<file path="src/rtl/weight_stream_loader.sv">
// weight_stream_loader
//   AXI4-Lite write master that drains a 16-bit weight stream into consecutive
//   word addresses (base_addr + 4*i). Each weight is one single-beat write.
//   It reports busy, a one-cycle done pulse, a sticky err_code and words_done.
//
// Optional feature: define WSL_READBACK_VERIFY_EN to read every word back after
//   an OKAY write response and compare it with the weight that was written.
//   When the macro is undefined, the AR/R channel outputs are tied to 0.
//
// Ports
//   clk, rst_n                 clock, asynchronous active-low reset
//   start, base_addr, count    load request; sampled only while idle
//   busy, done, err_code       status (err: 00 ok, 01 bresp, 10 verify, 11 config)
//   words_done                 weights written (and verified) in the current load
//   s_wdata/s_valid/s_ready    weight stream input
//   m_axi_aw*/w*/b*            AXI4-Lite write channels
//   m_axi_ar*/r*               AXI4-Lite read channels (used only for verify)
module weight_stream_loader #(
  parameter int NUM_SYNAPSES = 219,
  parameter int CNT_W        = $clog2(NUM_SYNAPSES + 1)
) (
  input  logic             clk,
  input  logic             rst_n,
  input  logic             start,
  input  logic [31:0]      base_addr,
  input  logic [CNT_W-1:0] count,
  output logic             busy,
  output logic             done,
  output logic [1:0]       err_code,
  output logic [CNT_W-1:0] words_done,
  input  logic [15:0]      s_wdata,
  input  logic             s_valid,
  output logic             s_ready,
  output logic [31:0]      m_axi_awaddr,
  output logic             m_axi_awvalid,
  input  logic             m_axi_awready,
  output logic [31:0]      m_axi_wdata,
  output logic [3:0]       m_axi_wstrb,
  output logic             m_axi_wvalid,
  input  logic             m_axi_wready,
  input  logic [1:0]       m_axi_bresp,
  input  logic             m_axi_bvalid,
  output logic             m_axi_bready,
  output logic [31:0]      m_axi_araddr,
  output logic             m_axi_arvalid,
  input  logic             m_axi_arready,
  input  logic [31:0]      m_axi_rdata,
  input  logic [1:0]       m_axi_rresp,
  input  logic             m_axi_rvalid,
  output logic             m_axi_rready
);

  typedef enum logic [2:0] {
    S_IDLE, S_FETCH, S_WRITE, S_RESP, S_RD_ADDR, S_RD_DATA, S_FINISH
  } state_t;

  state_t           state, state_nxt;
  logic [31:0]      base_lat;
  logic [CNT_W-1:0] cnt_lat;
  logic [CNT_W:0]   wd_inc;
  logic             last;
  logic             cfg_bad;
  logic             aw_ok, w_ok;

  assign cfg_bad = (count > CNT_W'(NUM_SYNAPSES)) || (base_addr[1:0] != 2'b00);
  // one extra bit so words_done+1 never wraps in the compare
  assign wd_inc  = {1'b0, words_done} + {{CNT_W{1'b0}}, 1'b1};
  assign last    = wd_inc >= {1'b0, cnt_lat};
  // a channel is finished once its valid is low or is being accepted now
  assign aw_ok   = !m_axi_awvalid || m_axi_awready;
  assign w_ok    = !m_axi_wvalid  || m_axi_wready;

  assign busy        = (state != S_IDLE) && (state != S_FINISH);
  assign done        = (state == S_FINISH);
  assign s_ready     = (state == S_FETCH);
  assign m_axi_wstrb = 4'b0011;

`ifdef WSL_READBACK_VERIFY_EN
  logic [15:0] weight;
  logic        rd_bad;
  logic        unused_ok;
  assign rd_bad    = (m_axi_rresp != 2'b00) || (m_axi_rdata[15:0] != weight);
  assign unused_ok = ^m_axi_rdata[31:16];
`else
  logic unused_ok;
  assign unused_ok     = ^{m_axi_arready, m_axi_rdata, m_axi_rresp, m_axi_rvalid};
  assign m_axi_araddr  = 32'h0;
  assign m_axi_arvalid = 1'b0;
  assign m_axi_rready  = 1'b0;
`endif

  always_ff @(posedge clk or negedge rst_n) begin
    if (!rst_n) state <= S_IDLE;
    else        state <= state_nxt;
  end

  always_comb begin
    state_nxt = state;
    case (state)
      S_IDLE:  if (start) state_nxt = (count == '0 || cfg_bad) ? S_FINISH : S_FETCH;
      S_FETCH: if (s_valid) state_nxt = S_WRITE;
      S_WRITE: if (aw_ok && w_ok) state_nxt = S_RESP;
      S_RESP: begin
        if (m_axi_bvalid) begin
          if (m_axi_bresp != 2'b00) state_nxt = S_FINISH;
`ifdef WSL_READBACK_VERIFY_EN
          else                      state_nxt = S_RD_ADDR;
`else
          else                      state_nxt = last ? S_FINISH : S_FETCH;
`endif
        end
      end
`ifdef WSL_READBACK_VERIFY_EN
      S_RD_ADDR: if (m_axi_arready) state_nxt = S_RD_DATA;
      S_RD_DATA: begin
        if (m_axi_rvalid) state_nxt = (rd_bad || last) ? S_FINISH : S_FETCH;
      end
`endif
      S_FINISH: state_nxt = S_IDLE;
      default:  state_nxt = S_IDLE;
    endcase
  end

  always_ff @(posedge clk or negedge rst_n) begin
    if (!rst_n) begin
      base_lat      <= '0;
      cnt_lat       <= '0;
      err_code      <= 2'b00;
      words_done    <= '0;
      m_axi_awaddr  <= '0;
      m_axi_awvalid <= 1'b0;
      m_axi_wdata   <= '0;
      m_axi_wvalid  <= 1'b0;
      m_axi_bready  <= 1'b0;
`ifdef WSL_READBACK_VERIFY_EN
      weight        <= '0;
      m_axi_araddr  <= '0;
      m_axi_arvalid <= 1'b0;
      m_axi_rready  <= 1'b0;
`endif
    end else begin
      case (state)
        S_IDLE: begin
          if (start) begin
            err_code   <= cfg_bad ? 2'b11 : 2'b00;
            words_done <= '0;
            base_lat   <= base_addr;
            cnt_lat    <= count;
          end
        end
        S_FETCH: begin
          if (s_valid) begin
            m_axi_awaddr  <= base_lat + {{(30-CNT_W){1'b0}}, words_done, 2'b00};
            m_axi_wdata   <= {16'h0, s_wdata};
            m_axi_awvalid <= 1'b1;
            m_axi_wvalid  <= 1'b1;
`ifdef WSL_READBACK_VERIFY_EN
            weight        <= s_wdata;
`endif
          end
        end
        S_WRITE: begin
          if (m_axi_awready) m_axi_awvalid <= 1'b0;
          if (m_axi_wready)  m_axi_wvalid  <= 1'b0;
          if (aw_ok && w_ok) m_axi_bready  <= 1'b1;
        end
        S_RESP: begin
          if (m_axi_bvalid) begin
            m_axi_bready <= 1'b0;
            if (m_axi_bresp != 2'b00) err_code <= 2'b01;
            else begin
`ifdef WSL_READBACK_VERIFY_EN
              m_axi_araddr  <= m_axi_awaddr;
              m_axi_arvalid <= 1'b1;
`else
              words_done    <= wd_inc[CNT_W-1:0];
`endif
            end
          end
        end
`ifdef WSL_READBACK_VERIFY_EN
        S_RD_ADDR: begin
          if (m_axi_arready) begin
            m_axi_arvalid <= 1'b0;
            m_axi_rready  <= 1'b1;
          end
        end
        S_RD_DATA: begin
          if (m_axi_rvalid) begin
            m_axi_rready <= 1'b0;
            if (rd_bad) err_code   <= 2'b10;
            else        words_done <= wd_inc[CNT_W-1:0];
          end
        end
`endif
        default: ;
      endcase
    end
  end

endmodule

</file>
<file path="config.mk">
export PLATFORM = sky130hd
export DESIGN_NAME = weight_stream_loader
export DESIGN_NICKNAME = d
export VERILOG_FILES = /design/src/rtl/weight_stream_loader.sv
export SDC_FILE = /design/constraint.sdc
export NUM_CORES = 1
export LEC_CHECK = 0
export CAP_MARGIN = 20
export CELL_PAD_IN_SITES_DETAIL_PLACEMENT = 0
export CELL_PAD_IN_SITES_GLOBAL_PLACEMENT = 2
export CORE_ASPECT_RATIO = 0.5
export CORE_MARGIN = 5
export CORE_UTILIZATION = 28
export DETAILED_ROUTE_END_ITERATION = 10
export GPL_TIMING_DRIVEN = 0
export PLACE_DENSITY = 0.88
export SYNTH_ARGS = -nofsm -noshare
export SYNTH_HDL_FRONTEND = slang
export SYNTH_SLANG_ARGS = --single-unit
</file>
<file path="constraint.sdc">
create_clock -name clk -period 4.06 [get_ports clk]
set_input_delay 0.812 -clock clk [delete_from_list [all_inputs] [get_ports clk]]
set_output_delay 0.812 -clock clk [all_outputs]
set_load 0.02 [all_outputs]
</file>
==> results.md, run 1 <==
- Most common cell after layout, fill and taps aside: clkdlybuf4s50_1
- Worst R2R Start: words_done[0]$_DFFE_PN0P_
- RSZ-0062 raised after global routing: false
- Netlist area before placement: 0.00559 mm^2
- Category of the worst setup path capture point: output pin
- Number of nets at the end of the flow: 897
- Sequential share of the synthesized area: 46.6%
- Number of hold buffers added after cts: 0
- Final setup violation count: 0
- Floorplan die area: 0.0230 mm^2
- Worst setup SP type: flop
- Syn_area_per_cell: 9.52 um^2
- Initial Utilization: 28.6%
- Final cycle utilization of the critical path: 74.2%
- Gates resized, CTS repair: 0
- Number of levels in the clock H-tree: 3
- Commonest non-fill, non-tap cells in the layout: clkdlybuf4s50_1, nand2_1, dfrtp_1
- Routability congestion estimate from global placement: 0.780
- Detailed-placement wirelength estimate: 12,100 um
- Die extent in y: 110 um
- Mean routed wirelength per cell: 14.9 um
- Fin Clk Skew: 0.0137 ns
- Remaining antenna violation count after routing: 0
- Leakage power: 3.40 nW
- Maximum fanout encountered on the critical timing path: 10
- Fraction of the mapped netlist area in adder cells: 4.17%
- Fraction of registers with async set/reset: 100%
- Die width: 210 um
- Core box area: 0.0195 mm^2
- Met2 WL: 7320 um
- Buffers on Ports: 127
- Remaining DRCs: 0
- Required time at the worst-slack endpoint: 3.25 ns
- Worst relative slew slack: 41.5%
- Peak VDD IR: 188 uV
- Run status: completed
- Amount of wire on met3 after detailed routing: 738 um
- # placed instances: 1,033
- DR vias/cell: 4.32
- Inserted Diodes: 0
- Largest cells by area after synthesis: dfrtp_1, nand2_1, buf_4
- Area fraction in and, or, nand and nor cells after synthesis: 16.4%
- Initial antenna violation count: 0
- Startpoint of the most critical setup path: state[1]$_DFFE_PN0P_
- Clock net sink count: 104
- Clk pin slew, worst setup/hold paths: 0.08 ns
- Hold Path Class: input port to async pin
- Fraction of layout cells with a size suffix above 1: 14.4%
- Total clock buffers created by CTS: 9
- Post-CTS Repair Setup Buffers: 0
- Vias in the first global route: 4,667
- Slew at the pin closest to its max-slew limit: 0.878 ns
- Synthesized flop and latch total: 104
- Path depth of the worst reg2reg path: 9
- Combinational family with the most area after synthesis: simple AND/OR/NAND/NOR gates
- Minimum clock period: 3.01 ns
- Max Slew Vio Count: 0
- Non-Filler Instances: 1,049
- Worst Path Arrival: 2.20 ns
- Number of enable flip-flop cells after synthesis: 0
- Clock Latency Late Sink: 0.35 ns
- Layout area overhead: 37.6%
- I/O Pins: 219
- Synthesized-area fraction occupied by ao, oa, aoi and oai cells: 12.0%
- Global-route wire length before repair: 24,800 um
- Most area-hungry cell type in the Yosys netlist: dfrtp_1
- Maxcap violations: 0
- Fraction of synthesized cell area in xor and xnor cells: 5.02%
- Crit Reg-Reg Endpoint: m_axi_awaddr[22]$_DFFE_PN0P_
- Most frequently used flop master after synthesis: dfrtp_1
- Ys Warns: 0
- Grt total ovfl: 0
- FP Rows: 36
- Setup CP Type: flop to output pin
- TritonCTS clock tree: yes
- Pre-CTS setup slack: 1.08 ns
- Final hold violation count: 0
- Power density of the placed cells: 637 mW/mm^2
- Capturing element of the worst setup path: busy
- Number of distinct library cell variants in the gate-level netlist after synthesis: 47
- Final worst slack: 1.05 ns
- Routed metal-1 wire length: 7430 um
- Maximum number of pins on one net before global-route repair: 67
- Hold slack final: 0.443 ns
- Mux share of post-synthesis cell area: 5.82%
- CTS root buffer: clkbuf_16
- Uppermost metal layer occupied by signal nets: met4
- R2R setup slack: 1.30 ns
- Area fraction of the dominant cell type after synthesis: 46.6%
- Maximum number of buffers from clock root to sink: 2
- Sum of routed wire length over all layers: 15,600 um
- Routed via count: 4,531
- First drt pass iteration count: 4
- Count of mapped cells out of synthesis: 587
- Overall Global Routing Usage: 13.5%
- Upper clock frequency limit: 332 MHz
- Number of DRC markers in iteration 0: 165
## kinds of logic after synthesis
kind of cell    count (synthesis)
xor+xnor                       32
simple gates                  209
compound gates                100
buf+inv                        93
mux                            29
flops                         104
other cells                     2
fa+ha+maj                      18
## sequential cells by signal, indices dropped and copies added (netlist names)
name	cells
cnt_lat	8
m_axi_awaddr	32
base_lat	32
err_code	2
m_axi_wvalid	1
m_axi_awvalid	1
state	3
m_axi_wdata	16
words_done	8
m_axi_bready	1
## synthesized netlist by cell type (6+ instances only)
cell      instances
a211oi_1          7
a21oi_1          12
buf_4            54
clkbuf_1         19
dfrtp_1         104
ha_1             17
inv_1            18
mux2_2           28
nand2_1         125
nand2b_1          9
nand3_1          15
nand4_1           7
nor2_1           26
nor2b_1           7
o21ai_0          50
xnor2_1          26
xor2_1            6
## metal layers
metal,GRT usage (%),vias up
met2,22.6,96
met5,0,-
met3,3.25,8
li1,-,2248
met1,18.1,2179
met4,2.65,0
## metrics by stage
stage / setup TNS (ns) / utilization, % / total power, W / cell area (um^2)
detailed placement: 0 / 37.9 / 0.00411 / 7410
CTS: 0 / 39.3 / 0.00496 / 7690
floorplan: 0 / - / 0.00315 / 5780
global route: 0 / 39.3 / 0.00526 / 7690
global placement: -206.61 / 37.8 / 0.00406 / 7390
finish: 0 / 39.3 / 0.00490 / 7690
## area by class of cell
cell class	instances	area, um^2
multi-input cells	442	2630
clock buffers	9	225
fillers	1992	11900
well taps	266	333
flip-flops and latches	104	2600
plain buffers	75	485
inverters	18	67.6
repair buffers	128	1300
clock inverters	7	52.6
## critical path, stage by stage (launching register included)
cell and delay, ns:
dfrtp_1 0.39, clkbuf_1 0.33, nor2b_1 0.37, or3_1 0.17, clkdlybuf4s50_1 0.61
## report_power, final
group	internal (W)	switching, W	leakage, nW
combinational	0.00104	0.00119	1.98
clock	0.000422	0.000412	0.137
sequential	0.00149	0.000332	1.29
## worst min path at each step
stage	endpoint	slack, ns	depth (start not counted)
after floorplan	m_axi_awaddr[0]$_DFFE_PN0P_	0.43	2
after global placement	m_axi_awaddr[1]$_DFFE_PN0P_	0.45	2
after detailed placement	m_axi_awaddr[1]$_DFFE_PN0P_	0.46	2
after CTS	m_axi_wdata[11]$_DFFE_PN0P_	0.46	1
after global routing	m_axi_wdata[11]$_DFFE_PN0P_	0.48	1
final	m_axi_wdata[11]$_DFFE_PN0P_	0.44	1
Power figures use the tool's default switching activity.
==> inputs of run 2 (changes only) <==
- CORE_UTILIZATION: 28 -> 23
- PLACE_DENSITY: 0.88 -> 0.78
- clock period: 4.06 -> 2.5 ns (I/O delays scaled with it)
==> results.md, run 2 (synthesis results as in run 1) <==
- Fraction of layout cells with a size suffix above 1: 18.5% (was 14.4%)
- Inserted Diodes: 0 (unchanged)
- Uppermost metal layer occupied by signal nets: met4 (unchanged)
- Total design power: 0.00828 W (was 0.00490 W)
- RSZ-0062 raised after global routing: true (was false)
- Power density of the placed cells: 1030 mW/mm^2 (was 637 mW/mm^2)
- Core box area: 0.0240 mm^2 (was 0.0195 mm^2)
- Number of levels in the clock H-tree: 3 (unchanged)
- Routed metal-1 wire length: 6790 um (was 7430 um)
- Crit path cell chain: ha_2 -> inv_1 -> fa_1 -> nand2b_4 -> a211oi_4 -> o21bai_4 -> nor3_2 -> xnor2_1 -> o21ai_0 (was clkbuf_1 -> nor2b_1 -> or3_1 -> clkdlybuf4s50_1)
- DR vias/cell: 4.12 (was 4.32)
- Routability congestion estimate from global placement: 0.775 (was 0.780)
- Number of DRC markers in iteration 0: 152 (was 165)
- Buffers on Ports: 127 (unchanged)
- Maximum number of buffers from clock root to sink: 2 (unchanged)
- Detailed-placement wirelength estimate: 12,400 um (was 12,100 um)
- Commonest non-fill, non-tap cells in the layout: nand2_1, clkdlybuf4s50_1, dfrtp_1 (was clkdlybuf4s50_1, nand2_1, dfrtp_1)
- Setup CP Type: flop to flop (was flop to output pin)
- Layout area overhead: 43.5% (was 37.6%)
- First drt pass iteration count: 5 (was 4)
- Vias in the first global route: 4,698 (was 4,667)
- Final setup violation count: 0 (unchanged)
- Peak VDD IR: 419 uV (was 188 uV)
- Die extent in y: 120 um (was 110 um)
- Category of the worst setup path capture point: flop (was output pin)
- Floorplan die area: 0.0277 mm^2 (was 0.0230 mm^2)
- CTS root buffer: clkbuf_16 (unchanged)
- Routed via count: 4,566 (was 4,531)
- Initial antenna violation count: 0 (unchanged)
- Biggest cell delay along the critical path: 0.45 ns (was 0.61 ns)
- I/O Pins: 219 (unchanged)
- Slew at the pin closest to its max-slew limit: 0.715 ns (was 0.878 ns)
- Remaining antenna violation count after routing: 0 (unchanged)
- FP Rows: 40 (was 36)
- Maximum number of pins on one net before global-route repair: 54 (was 67)
- Number of nets at the end of the flow: 908 (was 897)
- CP max-delay cell: dfrtp_2 (was clkdlybuf4s50_1)
- Worst Path Arrival: 2.65 ns (was 2.20 ns)
- Clk pin slew, worst setup/hold paths: 0.08 ns (about the same)
- Hold Path Class: input port to async pin (unchanged)
- Final hold violation count: 0 (unchanged)
- Global-route wire length before repair: 25,300 um (was 24,800 um)
- Fin Clk Skew: 0.0105 ns (was 0.0137 ns)
- Max Slew Vio Count: 0 (unchanged)
- Initial Utilization: 23.3% (was 28.6%)
- Amount of wire on met3 after detailed routing: 470 um (was 738 um)
- Grt total ovfl: 0 (unchanged)
- Hold slack final: 0.201 ns (was 0.443 ns)
- Worst setup SP type: flop (unchanged)
- Remaining DRCs: 0 (unchanged)
- Sum of routed wire length over all layers: 16,200 um (was 15,600 um)
- Met2 WL: 8670 um (was 7320 um)
- TritonCTS clock tree: yes (unchanged)
- Run status: completed (unchanged)
- Required time at the worst-slack endpoint: 2.72 ns (was 3.25 ns)
- Die width: 230 um (was 210 um)
- Maximum fanout encountered on the critical timing path: 5 (was 10)
- Upper clock frequency limit: 411 MHz
- Total clock buffers created by CTS: 9 (unchanged)
- Overall Global Routing Usage: 11.4% (was 13.5%)
- Leakage power: 3.52 nW (was 3.40 nW)
- Final cycle utilization of the critical path: 97.4%
- Clock Latency Late Sink: 0.35 ns (about the same)
- Minimum clock period: 2.44 ns
- Maxcap violations: 0 (unchanged)
- Worst relative slew slack: 52.4% (was 41.5%)
- Mean routed wirelength per cell: 14.6 um (was 14.9 um)
- Largest registers in the final layout: base_lat x32, m_axi_awaddr x32, m_axi_wdata x16 (unchanged)
- Clock net sink count: 104 (unchanged)
run 2: cell count changes in the layout (fill, tap and decap cells not counted), moves of 2 or more:
| cell | previous run | this run |
|---|---|---|
| and3_1 | 3 | 1 |
| clkbuf_1 | 19 | 16 |
| bufinv_16 | 0 | 2 |
| dfrtp_1 | 104 | 97 |
| and3_4 | 0 | 2 |
| nor3_2 | 0 | 4 |
| clkinv_2 | 2 | 0 |
| o21bai_4 | 0 | 2 |
| dfrtp_2 | 0 | 7 |
| xnor2_2 | 0 | 2 |
| nor3_1 | 5 | 1 |
| buf_4 | 55 | 67 |
| xnor2_1 | 26 | 24 |
run 2: power breakdown:
| part | internal [W] | switching [W] | total, W |
|---|---|---|---|
| Clock | 0.000923 | 0.000679 | 0.00160 |
| Sequential | 0.00243 | 0.000580 | 0.00301 |
| Combinational | 0.00173 | 0.00194 | 0.00367 |
| Total | 0.00508 | 0.00320 | 0.00828 |
run 2: area by class of cell:
cell class	instances	area, um^2
Fill cell	2411	16000
Multi-Input combinational cell	443	2740
Sequential cell	104	2610
Timing Repair Buffer	140	1390
Buffer	73	479
Tap cell	315	394
Clock buffer	10	239
Clock inverter	6	97.6
Inverter	18	67.6
run 2: stage by stage:
stage | utilization (%) | setup TNS [ns] | setup WS, ns | area (um^2) | std cells
after floorplan | - | 0 | 0.109 | 5780 | 639
after CTS | 32.9 | 0 | 0.0196 | 7880 | 1099
final | 33.4 | 0 | 0.0644 | 8020 | 1109
after detailed placement | 31.2 | -5.83 | -0.384 | 7470 | 1082
after global placement | 31.1 | -349.36 | -3.31 | 7450 | 1081
after global routing | 33.4 | -0.0272 | -0.0212 | 8020 | 1109
run 2: metal layers:
| layer | track usage [%] | vias up |
|---|---|---|
| met5 | 0 | - |
| met4 | 3.21 | 0 |
| met3 | 1.97 | 14 |
| met2 | 21.4 | 76 |
| met1 | 13.4 | 2195 |
| li1 | - | 2281 |
run 2: final timing paths:
| kind | startpoint | endpoint | slack [ns] | depth (start not counted) |
|---|---|---|---|---|
| max | words_done[0]$_DFFE_PN0P_ | m_axi_awaddr[22]$_DFFE_PN0P_ | 0.06 | 9 |
| min reg2reg | m_axi_awaddr[2]$_DFFE_PN0P_ | m_axi_awaddr[2]$_DFFE_PN0P_ | 0.47 | 2 |
| max reg2reg | words_done[0]$_DFFE_PN0P_ | m_axi_awaddr[22]$_DFFE_PN0P_ | 0.06 | 9 |
| min | rst_n | m_axi_awaddr[14]$_DFFE_PN0P_ | 0.20 | 1 |
| max in group asynchronous | rst_n | base_lat[2]$_DFFE_PN0P_ | 1.57 | 2 |
| min in group clk | m_axi_awaddr[2]$_DFFE_PN0P_ | m_axi_awaddr[2]$_DFFE_PN0P_ | 0.47 | 2 |
run 2: timing repair:
item                       CTS  global route
setup buffers                3             9
setup endpoints to repair   15            14
gates resized for setup     13            16
hold buffers                 0             0
gates cloned                 0             1
pin swaps                    0             7
run 2: critical path: cells and delay by family (launching register included):
kind                     cells  cell delay [ns]
AO/OA/AOI/OAI                3             0.65
XOR/XNOR                     1             0.14
adder cells (fa/ha/maj)      2             0.60
buffers and inverters        1             0.05
flip-flops                   1             0.45
AND/OR/NAND/NOR              2             0.41
==> inputs of run 3 (changes only) <==
- CTS_CLUSTER_SIZE: unset -> 40
==> results of run 3 <==
No change in the layout: final DEF, timing and power equal those of run 2.
